[src/rtl/centroid_scan_if.sv]
// Pixel fetch bus between the centroid scanner (master) and the image store (slave).
// Handshake: master holds req_valid and a stable req_adr until a cycle where rec_data_vaild=1 (rec_data qualified by it).
interface centroid_scan_if #(
    parameter int AW = 10
) ();
    logic [AW-1:0] req_adr_x;
    logic [AW-1:0] req_adr_y;
    logic          req_valid;
    logic          rec_data;
    logic          rec_data_vaild;

    modport master (
        output req_adr_x, req_adr_y, req_valid,
        input  rec_data, rec_data_vaild
    );

    modport slave (
        input  req_adr_x, req_adr_y, req_valid,
        output rec_data, rec_data_vaild
    );
endinterface

[src/rtl/centroid_scan.sv]
// Scans a (2*HALF+1)^2 window around an approximate centre, fetches one pixel per position,
// and returns the half-up rounded centroid of the hit pixels via a restoring divider.
module centroid_scan #(
    parameter int AW      = 10,
    parameter int HALF    = 10,
    parameter int MIN_PTS = 1
) (
    input  logic                 clk,
    input  logic                 rst,
    input  logic                 enable,
    input  logic [AW-1:0]        app_adr_x,
    input  logic [AW-1:0]        app_adr_y,
    centroid_scan_if.master      pix,
    output logic                 coc_valid,
    output logic [AW-1:0]        coc_adr_x,
    output logic [AW-1:0]        coc_adr_y,
    output logic                 error,
    output logic                 busy,
    output logic [1:0]           dbg_state
);
    localparam int N  = (2*HALF+1)*(2*HALF+1);
    localparam int CW = $clog2(N+1);
    localparam int SW = AW + $clog2(N);
    localparam int PW = AW + 2;
    localparam int DW = $clog2(2*HALF+2);
    localparam int KW = $clog2(SW+1);
    localparam logic [DW-1:0] LAST_CNT = DW'(2*HALF);
    localparam logic [CW-1:0] MIN_C    = CW'(MIN_PTS);
    localparam logic [KW-1:0] DIV_LAST = KW'(SW-1);

    localparam logic [1:0] IDLE = 2'd0;
    localparam logic [1:0] SCAN = 2'd1;
    localparam logic [1:0] DIV  = 2'd2;
    localparam logic [1:0] DONE = 2'd3;

    logic [1:0]    state;
    // Positions are two's complement with one spare bit so x0+2*HALF never wraps.
    logic [PW-1:0] x0, pos_x, pos_y;
    logic [DW-1:0] cnt_x, cnt_y;
    logic [SW-1:0] acc_x, acc_y;
    logic [CW-1:0] hits, rem_x, rem_y;
    logic [KW-1:0] div_cnt;
    logic          err_flag;

    logic          in_range, req_on, accept, hit, step, last_pos;
    logic [CW-1:0] hits_nx;
    logic [PW-1:0] start_x, start_y;
    logic [CW+SW-1:0] st_x, st_y;

    // One restoring-division step; acc holds the dividend shifting out and the quotient shifting in.
    function automatic logic [CW+SW-1:0] div_step(input logic [CW-1:0] rem,
                                                  input logic [SW-1:0] q,
                                                  input logic [CW-1:0] d);
        logic [CW:0] sh;
        logic        ge;
        sh = {rem, q[SW-1]};
        ge = (sh >= {1'b0, d});
        if (ge) sh = sh - {1'b0, d};
        return {sh[CW-1:0], q[SW-2:0], ge};
    endfunction

    function automatic logic [AW-1:0] round_q(input logic [CW+SW-1:0] st,
                                              input logic [CW-1:0] d);
        logic [CW:0] r2;
        r2 = {st[CW+SW-1:SW], 1'b0};
        return st[AW-1:0] + {{(AW-1){1'b0}}, (r2 >= {1'b0, d})};
    endfunction

    always_comb begin
        in_range = (pos_x[PW-1:AW] == 2'b00) && (pos_y[PW-1:AW] == 2'b00);
        req_on   = (state == SCAN) && in_range;
        accept   = req_on && pix.rec_data_vaild;
        hit      = accept && pix.rec_data;
        step     = (state == SCAN) && (accept || !in_range);
        last_pos = (cnt_x == LAST_CNT) && (cnt_y == LAST_CNT);
        hits_nx  = hits + {{(CW-1){1'b0}}, hit};
        start_x  = {2'b00, app_adr_x} - PW'(HALF);
        start_y  = {2'b00, app_adr_y} - PW'(HALF);
        st_x     = div_step(rem_x, acc_x, hits);
        st_y     = div_step(rem_y, acc_y, hits);
    end

    assign pix.req_valid = req_on;
    assign pix.req_adr_x = pos_x[AW-1:0];
    assign pix.req_adr_y = pos_y[AW-1:0];
    assign coc_valid     = (state == DONE);
    assign error         = (state == DONE) && err_flag;
    assign busy          = (state != IDLE);
    assign dbg_state     = state;

    always_ff @(posedge clk) begin
        if (rst) begin
            state     <= IDLE;
            x0        <= '0;
            pos_x     <= '0;
            pos_y     <= '0;
            cnt_x     <= '0;
            cnt_y     <= '0;
            acc_x     <= '0;
            acc_y     <= '0;
            hits      <= '0;
            rem_x     <= '0;
            rem_y     <= '0;
            div_cnt   <= '0;
            err_flag  <= 1'b0;
            coc_adr_x <= '0;
            coc_adr_y <= '0;
        end else begin
            case (state)
                IDLE: begin
                    if (enable) begin
                        x0    <= start_x;
                        pos_x <= start_x;
                        pos_y <= start_y;
                        cnt_x <= '0;
                        cnt_y <= '0;
                        acc_x <= '0;
                        acc_y <= '0;
                        hits  <= '0;
                        state <= SCAN;
                    end
                end
                SCAN: begin
                    if (hit) begin
                        acc_x <= acc_x + {{(SW-AW){1'b0}}, pos_x[AW-1:0]};
                        acc_y <= acc_y + {{(SW-AW){1'b0}}, pos_y[AW-1:0]};
                        hits  <= hits_nx;
                    end
                    if (step) begin
                        if (last_pos) begin
                            rem_x   <= '0;
                            rem_y   <= '0;
                            div_cnt <= '0;
                            if (hits_nx < MIN_C) begin
                                err_flag <= 1'b1;
                                state    <= DONE;
                            end else begin
                                err_flag <= 1'b0;
                                state    <= DIV;
                            end
                        end else if (cnt_x == LAST_CNT) begin
                            cnt_x <= '0;
                            pos_x <= x0;
                            cnt_y <= cnt_y + DW'(1);
                            pos_y <= pos_y + PW'(1);
                        end else begin
                            cnt_x <= cnt_x + DW'(1);
                            pos_x <= pos_x + PW'(1);
                        end
                    end
                end
                DIV: begin
                    {rem_x, acc_x} <= st_x;
                    {rem_y, acc_y} <= st_y;
                    div_cnt        <= div_cnt + KW'(1);
                    if (div_cnt == DIV_LAST) begin
                        coc_adr_x <= round_q(st_x, hits);
                        coc_adr_y <= round_q(st_y, hits);
                        state     <= DONE;
                    end
                end
                default: state <= IDLE;
            endcase
        end
    end
endmodule

[src/flat_wrapper.sv]
// flat-port wrapper written by rule: the top's interface ports become plain ports
module centroid_scan_flat 
#(
    parameter int AW      = 10,
    parameter int HALF    = 10,
    parameter int MIN_PTS = 1
)
  (clk, rst, enable, app_adr_x, app_adr_y, coc_valid, coc_adr_x, coc_adr_y, error, busy, dbg_state, pix_req_adr_x, pix_req_adr_y, pix_req_valid, pix_rec_data, pix_rec_data_vaild);
  centroid_scan_if #(.AW(AW)) pix_i ();
  input  logic clk;
  input  logic rst;
  input  logic enable;
  input  logic [AW-1:0] app_adr_x;
  input  logic [AW-1:0] app_adr_y;
  output logic coc_valid;
  output logic [AW-1:0] coc_adr_x;
  output logic [AW-1:0] coc_adr_y;
  output logic error;
  output logic busy;
  output logic [1:0] dbg_state;
  output wire logic [$bits(pix_i.req_adr_x)-1:0] pix_req_adr_x;
  output wire logic [$bits(pix_i.req_adr_y)-1:0] pix_req_adr_y;
  output wire logic [$bits(pix_i.req_valid)-1:0] pix_req_valid;
  input wire logic [$bits(pix_i.rec_data)-1:0] pix_rec_data;
  input wire logic [$bits(pix_i.rec_data_vaild)-1:0] pix_rec_data_vaild;
  assign pix_req_adr_x = pix_i.req_adr_x;
  assign pix_req_adr_y = pix_i.req_adr_y;
  assign pix_req_valid = pix_i.req_valid;
  assign pix_i.rec_data = pix_rec_data;
  assign pix_i.rec_data_vaild = pix_rec_data_vaild;
  centroid_scan #(.AW(AW), .HALF(HALF), .MIN_PTS(MIN_PTS)) u_core (.clk(clk), .rst(rst), .enable(enable), .app_adr_x(app_adr_x), .app_adr_y(app_adr_y), .pix(pix_i), .coc_valid(coc_valid), .coc_adr_x(coc_adr_x), .coc_adr_y(coc_adr_y), .error(error), .busy(busy), .dbg_state(dbg_state));
endmodule
[config.mk]
export PLATFORM = sky130hd
export DESIGN_NAME = centroid_scan_flat
export DESIGN_NICKNAME = d
export VERILOG_FILES = /design/src/rtl/centroid_scan_if.sv /design/src/rtl/centroid_scan.sv /design/src/flat_wrapper.sv
export SDC_FILE = /design/constraint.sdc
export NUM_CORES = 1
export LEC_CHECK = 0
export CORE_MARGIN = 2
export CORE_UTILIZATION = 65
export CTS_BUF_LIST = sky130_fd_sc_hd__clkbuf_16
export CTS_CLUSTER_DIAMETER = 80
export DETAILED_ROUTE_END_ITERATION = 12
export PLACE_DENSITY = 0.85
export SETUP_SLACK_MARGIN = 0.4
export SKIP_LAST_GASP = 1
export SLEW_MARGIN = 10
export SYNTH_ARGS = -nofsm -noshare
export SYNTH_HDL_FRONTEND = slang
export SYNTH_SLANG_ARGS = --single-unit
[constraint.sdc]
create_clock -name clk -period 7.2 [get_ports clk]
set_input_delay 1.44 -clock clk [delete_from_list [all_inputs] [get_ports clk]]
set_output_delay 1.44 -clock clk [all_outputs]
set_load 0.01 [all_outputs]
==> results of run 1 <==
## sequential cells by signal (all words and copies together) (netlist names)
signal            count
u_core.hits           9
u_core.rem_y          9
u_core.pos_y         12
u_core.coc_adr_x     10
u_core.acc_x         19
u_core.x0            11
u_core.acc_y         19
u_core.dbg_state      2
u_core.cnt_y          5
u_core.rem_x          9
u_core.coc_adr_y     10
u_core.pos_x         12
u_core.div_cnt        5
u_core.cnt_x          5
u_core.err_flag       1
## critical path, stage by stage, from the launching register on
cell and delay (ns):
dfxtp_1 0.45, ha_1 0.21, inv_1 0.05, fa_1 0.41, nand3_1 0.11, a21oi_1 0.09, o31ai_1 0.32, nand2b_1 0.41
mux2_2 0.43, ha_1 0.19, a2111oi_0 0.48, a21oi_1 0.18, a211o_1 0.25, a21oi_1 0.14, nand2_1 0.07, ha_1 0.24
ha_1 0.24, nand4_1 0.12, nor2_1 0.06, xnor2_1 0.12, a211oi_1 0.23
## power groups by stage
stage | registers (mW) | logic (mW) | clock network, mW
after CTS | 0.971 | 1.13 | 0.825
final | 0.975 | 1.14 | 0.822
after global routing | 0.989 | 1.25 | 0.859
after global placement | 0.986 | 1.10 | 0
after detailed placement | 0.986 | 1.12 | 0
after floorplan | 0.944 | 0.818 | 0
## placed cells by master, fill, tap and decap left out, drive strengths merged, types with 16 or more instances in the layout
cell type,instances
nor3,26
nand3,59
o21ai,60
nor2,113
a21o,17
nand4,23
xor2,35
clkbuf,17
a22o,16
ha,74
nand2,120
a21oi,84
xnor2,41
a211oi,35
o211ai,19
dfxtp,138
clkdlybuf4s50,69
inv,41
## final cells by class
type	count	area (um2)	share of cell area, %
Multi-Input combinational cell	942	6220	58.1
Sequential cell	138	2760	25.8
Timing Repair Buffer	83	796	7.44
Clock buffer	17	425	3.98
Tap cell	184	230	2.15
Inverter	40	150	1.40
Clock inverter	14	115	1.08
## per-layer routing
layer / vias to the layer above / wire, um / track usage (%)
met5: - / 0 / 0
met4: 0 / 756 / 13.9
met3: 60 / 1510 / 4.64
met2: 339 / 11600 / 51.7
met1: 4269 / 11000 / 42.7
li1: 4435 / - / -
## metrics by stage
step	total power, mW	util, %	instances	hold slack, ns
after floorplan	1.76	-	1198	0.426
after global placement	2.08	70.4	1387	0.441
after detailed placement	2.10	70.4	1387	0.441
after CTS	2.92	74.2	1418	0.449
after global routing	3.10	74.2	1418	0.476
final	2.94	74.2	1418	0.448
## worst max path at each step
stage,slack [ns],start,depth (start not counted),to
after floorplan,3.00,u_core.hits[0]$_SDFFE_PP0P_,23,u_core.coc_adr_x[8]$_SDFFE_PP0P_
after global placement,2.67,u_core.hits[0]$_SDFFE_PP0P_,21,u_core.coc_adr_x[8]$_SDFFE_PP0P_
after detailed placement,2.48,u_core.hits[0]$_SDFFE_PP0P_,21,u_core.coc_adr_x[8]$_SDFFE_PP0P_
after CTS,2.36,u_core.hits[0]$_SDFFE_PP0P_,20,u_core.coc_adr_y[6]$_SDFFE_PP0P_
after global routing,1.88,u_core.hits[3]$_SDFFE_PP0P_,19,u_core.coc_adr_y[6]$_SDFFE_PP0P_
final,2.34,u_core.hits[0]$_SDFFE_PP0P_,20,u_core.coc_adr_y[6]$_SDFFE_PP0P_
## cell families (layout without fill, tap and decap cells)
logic type	after synthesis	in the layout	synth area share (%)
flip-flops	138	138	29.1
AO/OA/AOI/OAI	329	329	23.0
multiplexers	22	22	2.49
buffers and inverters	118	154	5.52
XOR/XNOR	76	76	7.01
adder cells (fa/ha/maj)	78	78	10.6
AND/OR/NAND/NOR	437	437	22.3
==> summary.txt, run 1 <==
Clock tree
  • CTS tree: built
  • Worst skew pair latency: 0.42 ns
  • Post-CTS sizing: 0
  • Clk pin slew, worst setup/hold paths: 0.06 ns
  • H-Tree Depth: 4
  • Root Driver: clkbuf_16
  • Cts-stage hold buffer count: 0
  • Longest Clk Path Bufs: 2
  • Setup repair bufs after CTS: 0
  • TritonCTS Buffers: 17
  • Clock Sinks: 138

Timing
  • Final period util: 67.6%
  • Crit path time final: 4.86 ns
  • Worst slew pin tran: 1.17 ns
  • Setup Viol. Count Final: 0
  • Final Skew: 0.00639 ns
  • Setup TNS: 0 ns
  • Hold Violations, Final: 0
  • RSZ-0062 raised after global routing: false
  • Final slew viol count: 0
  • Peak Freq: 0.206 GHz
  • Final worst slack: 2.34 ns
  • Relative slew slack: 22.0%

Synth
  • Async SR Flop Fraction: 0%
  • Yosys top cell by area: dfxtp_1
  • Area fraction of the dominant cell type after synthesis: 29.1%
  • #FFs+latches synth: 138
  • Sequential share of the synthesized area: 29.1%
  • Commonest cells post-synth: dfxtp_1, nand2_1, nor2_1
  • EDFF count, synth: 0
  • Mapped Nets: 1301
  • Main synth FF type: dfxtp_1
  • Mapped cell area: 0.00949 mm2
  • Most frequent cell after synthesis: dfxtp_1
  • Synth warn: 0
  • Syn avg cell area: 7.92 um2
  • Synth cell types: 69
  • Post-Synthesis Cells: 1198
  • Top post-synthesis cells by area: dfxtp_1, ha_1, nand2_1, nor2_1, a21oi_1

Die
  • Die W: 125 um
  • Chip Height: 125 um
  • Rows: 44
  • Io pins: 71
  • Die ar.: 0.0156 mm2
  • Starting density of the core: 65.8%
  • Core box area: 0.0144 mm2

Pwr
  • Clock share of power: 27.9%
  • Logic pwr share: 38.9%
  • Sw Share: 40.1%
  • P_leak: 3.99 nW
  • Internal Pwr Total: 1.76 mW
  • NetSw: 1.18 mW
  • Pwr/cell area: 275 mW/mm2
  • Sequential share of power: 33.2%
  • Max VDD drop: 239 uV

Layout
  • Final-layout fill cell count: 1156
  • Area delta synth->final: 12.7%
  • Antenna diodes: 0
  • Share of layout cells above drive strength 1: 5.92%
  • Final Instance Area: 0.0107 mm2
  • Layout Nets: 1325

Critical path
  • Reg-to-reg startpoint: u_core.hits[0]$_SDFFE_PP0P_
  • Critical Path RT: 7.53 ns
  • Worst setup path class: reg -> reg
  • Crit end category: flop
  • Register-to-Register Path Depth: 20
  • R2r setup slk: 2.34 ns
  • Crit path max fanout: 14
  • CP arrival: 5.20 ns
  • Worst r2r dst: u_core.coc_adr_y[6]$_SDFFE_PP0P_
  • Critical Path Start Type: flop

Routing
  • Drt pass-1 iters: 5
  • Vias per inst: 6.42
  • Routed WL: 24.8 mm
  • DR DRC count: 0
  • Routed Antenna Nets: 0
  • Vias post-DR: 9103
  • 1st-iter DRT viols: 921
  • Routed WL per cell: 17.5 um

Status
  • Status: finished clean

Place
  • Post-Place Cell Area: 0.0102 mm2
  • Post-DP HPWL: 17.4 mm
  • IO buf count: 70
  • DP Worst Slack: 2.48 ns
  • Placer Congestion: 0.885

Worst hold path
  • Cells on Worst Hold Path: 2
  • Min-Delay Startpoint: u_core.err_flag$_SDFFE_PP0P_
  • Min-Delay Path Class: reg -> reg
  • Hold Path Sink: u_core.err_flag$_SDFFE_PP0P_

Global route
  • GRT Residual Overflow: 0
  • First-pass GRT wire length: 41.3 mm
  • Vias in the first global route: 8445
  • Initial antenna violation count: 0
  • GRT Total Usage: 32.0%
  • Largest net degree at the start of global routing: 71

Flow run
  • Max-cap check violation count: 0
Power figures use the tool's default switching activity.
==> run 2, diff against run 1 <==
Settings changed: CORE_UTILIZATION 65 to 60, PLACE_DENSITY 0.85 to 0.79.
Clock period 7.2 ns to 5 ns, I/O delays scaled along.
==> summary.txt, run 2 (synthesized netlist as in run 1, its figures left out) <==
Place
  • DP Cell Count: 1415 (+2.0%)
  • Post-Place Cell Area: 0.0102 mm2 (+0.41%)
  • IO buf count: 70 (unchanged)
  • Post-DP HPWL: 17.7 mm (+2.0%)
  • Placer Congestion: 0.929 (+5.0%)
  • DP Worst Slack: 0.296 ns (-2.18 ns)

Timing
  • Relative slew slack: 17.8% (-4.3 points)
  • Setup Viol. Count Final: 0 (unchanged)
  • Final slew viol count: 0 (unchanged)
  • Final period util: 87.4% (+20 points)
  • RSZ-0062 raised after global routing: false
  • Worst slew pin tran: 1.23 ns (+0.0597 ns)
  • Final Skew: 0.00857 ns (+0.00218 ns)
  • Hold Violations, Final: 0 (unchanged)
  • Crit path time final: 4.37 ns (-0.494 ns)
  • Hold_ws: 0.451 ns (+0.00318 ns)
  • Setup TNS: 0 ns (unchanged)
  • Final worst slack: 0.629 ns (-1.71 ns)
  • Peak Freq: 0.229 GHz (+11%)

Clock tree
  • Longest Clk Path Bufs: 2 (unchanged)
  • Clk pin slew, worst setup/hold paths: 0.06 ns (about the same)
  • CTS tree: built
  • H-Tree Depth: 4 (unchanged)
  • Worst skew pair latency: 0.42 ns (about the same)
  • Clock Sinks: 138 (unchanged)
  • Root Driver: clkbuf_16
  • TritonCTS Buffers: 17 (unchanged)

Layout
  • Finished Core Util: 71.1% (-3.1 points)
  • Commonest non-fill, non-tap cell in the layout: dfxtp_1
  • Share of layout cells above drive strength 1: 8.31% (+2.4 points)
  • Post-Layout Cell Count: 1451 (+2.3%)
  • Layout Nets: 1330 (+0.38%)
  • Multi-input gate area: 0.00631 mm2 (+1.4%)
  • Most frequent cells in the layout: dfxtp_1, nand2_1, nor2_1
  • Register area: 0.00277 mm2 (+0.23%)
  • Biggest regs: u_core.acc_x: 19 flops, u_core.acc_y: 19 flops
  • Antenna diodes: 0 (unchanged)
  • Area delta synth->final: 14.7%
  • Final Instance Area: 0.0109 mm2 (+1.7%)
  • Final-layout fill cell count: 1232 (+6.6%)

Die
  • Die W: 130 um (+4.0%)
  • Chip Height: 130 um (+4.0%)
  • Core box area: 0.0153 mm2 (+6.2%)
  • Rows: 45 (+2.3%)
  • Die ar.: 0.0168 mm2 (+8.1%)
  • Io pins: 71 (unchanged)
  • Starting density of the core: 62.0% (-3.8 points)

Pwr
  • P_leak: 4.04 nW (+1.4%)
  • Final Power: 4.28 mW (+46%)
  • Max VDD drop: 294 uV (+23%)
  • Pwr/cell area: 393 mW/mm2 (+43%)

Critical path
  • Worst r2r dst: u_core.coc_adr_x[8]$_SDFFE_PP0P_
  • Crit end category: flop
  • Cell Chain, Critical Path: ha_1, inv_1, fa_1, nand3_1, a21oi_1, o31ai_4, nand2b_2, mux2_2, ha_1, a2111oi_2, a21oi_1, a211o_1, a21oi_1, nand2_1, ha_2, ha_1, nand3_1, nor2_2, nand3_1, xor2_1, a211oi_1
  • Reg-to-reg startpoint: u_core.hits[0]$_SDFFE_PP0P_
  • Register-to-Register Path Depth: 21 (+5.0%)
  • Critical Path Start Type: flop
  • R2r setup slk: 0.63 ns (-1.71 ns)
  • Critical Path RT: 5.27 ns (-2.26 ns)
  • CP top delay family: compound AO/OA/AOI/OAI gates
  • CP arrival: 4.64 ns (-0.56 ns)
  • CP max-delay cell: dfxtp_4
  • WP buf/inv: 1 (unchanged)
  • Crit path max fanout: 6 (-8)
  • Worst setup path class: reg -> reg
  • Crit-path max cell delay: 0.39 ns (-0.09 ns)

Global route
  • Grt met2 use: 49.1% (-2.7 points)
  • GRT Total Usage: 30.7% (-1.3 points)
  • Most Crowded Layer GR: met2
  • GR Util met1: 41.3% (-1.4 points)
  • Met3 Use GR: 6.15% (+1.5 points)
  • Largest net degree at the start of global routing: 73 (+2.8%)
  • Initial antenna violation count: 0 (unchanged)
  • First-pass GRT wire length: 41.4 mm (+0.12%)
  • GRT Residual Overflow: 0 (unchanged)
  • Vias in the first global route: 8406 (-0.46%)

Worst hold path
  • Cells on Worst Hold Path: 2 (unchanged)
  • Min-Delay Startpoint: u_core.x0[8]$_SDFFE_PP0P_
  • Min-Delay Path Class: reg -> reg
  • Hold Path Sink: u_core.x0[8]$_SDFFE_PP0P_

Routing
  • Routed Antenna Nets: 0 (unchanged)
  • Vias post-DR: 9016 (-0.96%)
  • Routed WL: 25.4 mm (+2.5%)
  • 1st-iter DRT viols: 911 (-1.1%)
  • Vias per inst: 6.21 (-3.2%)
  • DR DRC count: 0 (unchanged)
  • Drt pass-1 iters: 7 (+2)
  • Routed WL per cell: 17.5 um (+0.16%)

Flow run
  • Max-cap check violation count: 0 (unchanged)

Status
  • Status: finished clean
run 2: worst max path at each step:
stage | to | start | cells after the start | slack (ns)
final | u_core.coc_adr_x[8]$_SDFFE_PP0P_ | u_core.hits[0]$_SDFFE_PP0P_ | 21 | 0.63
after detailed placement | u_core.coc_adr_x[8]$_SDFFE_PP0P_ | u_core.hits[0]$_SDFFE_PP0P_ | 21 | 0.30
after global routing | u_core.coc_adr_x[8]$_SDFFE_PP0P_ | u_core.acc_x[18]$_SDFFE_PP0P_ | 25 | 0.34
after floorplan | u_core.coc_adr_x[8]$_SDFFE_PP0P_ | u_core.hits[0]$_SDFFE_PP0P_ | 23 | 0.80
after CTS | u_core.coc_adr_y[8]$_SDFFE_PP0P_ | u_core.hits[0]$_SDFFE_PP0P_ | 21 | 0.40
after global placement | u_core.coc_adr_x[8]$_SDFFE_PP0P_ | u_core.hits[0]$_SDFFE_PP0P_ | 21 | 0.44
run 2: where the power goes:
group	switching (mW)	internal (mW)
registers	0.203	1.21
logic	1.03	0.608
clock network	0.463	0.765
run 2: layer usage:
| metal | share of wire (%) | vias up |
|---|---|---|
| li1 | - | 4416 |
| met1 | 45 | 4238 |
| met2 | 46 | 306 |
| met3 | 6.4 | 56 |
| met4 | 2.8 | 0 |
| met5 | 0 | - |
run 2: timing repair:
item	4_1_cts	5_1_grt
setup endpoints to repair	3	18
pin swaps	0	5
hold endpoints to repair	0	0
hold buffers	0	0
buffers inserted	3	0
gates cloned	0	1
gates resized for setup	1	29
run 2: cell type report:
type / instances / area share, %
inverters: 40 / 1.38
flip-flops and latches: 138 / 25.4
clock buffers: 17 / 3.91
repair buffers: 87 / 7.59
multi-input cells: 943 / 58.0
well taps: 211 / 2.43
clock inverters: 15 / 1.30
run 2: worst register-to-register path, cell delays in order (launching register included):
cell and delay [ns]:
dfxtp_4 0.39, ha_1 0.18, inv_1 0.06, fa_1 0.39, nand3_1 0.17, a21oi_1 0.15, o31ai_4 0.37, nand2b_2 0.15
mux2_2 0.31, ha_1 0.20, a2111oi_2 0.31, a21oi_1 0.14, a211o_1 0.23, a21oi_1 0.15, nand2_1 0.07, ha_2 0.20
ha_1 0.21, nand3_1 0.15, nor2_2 0.08, nand3_1 0.09, xor2_1 0.14, a211oi_1 0.08
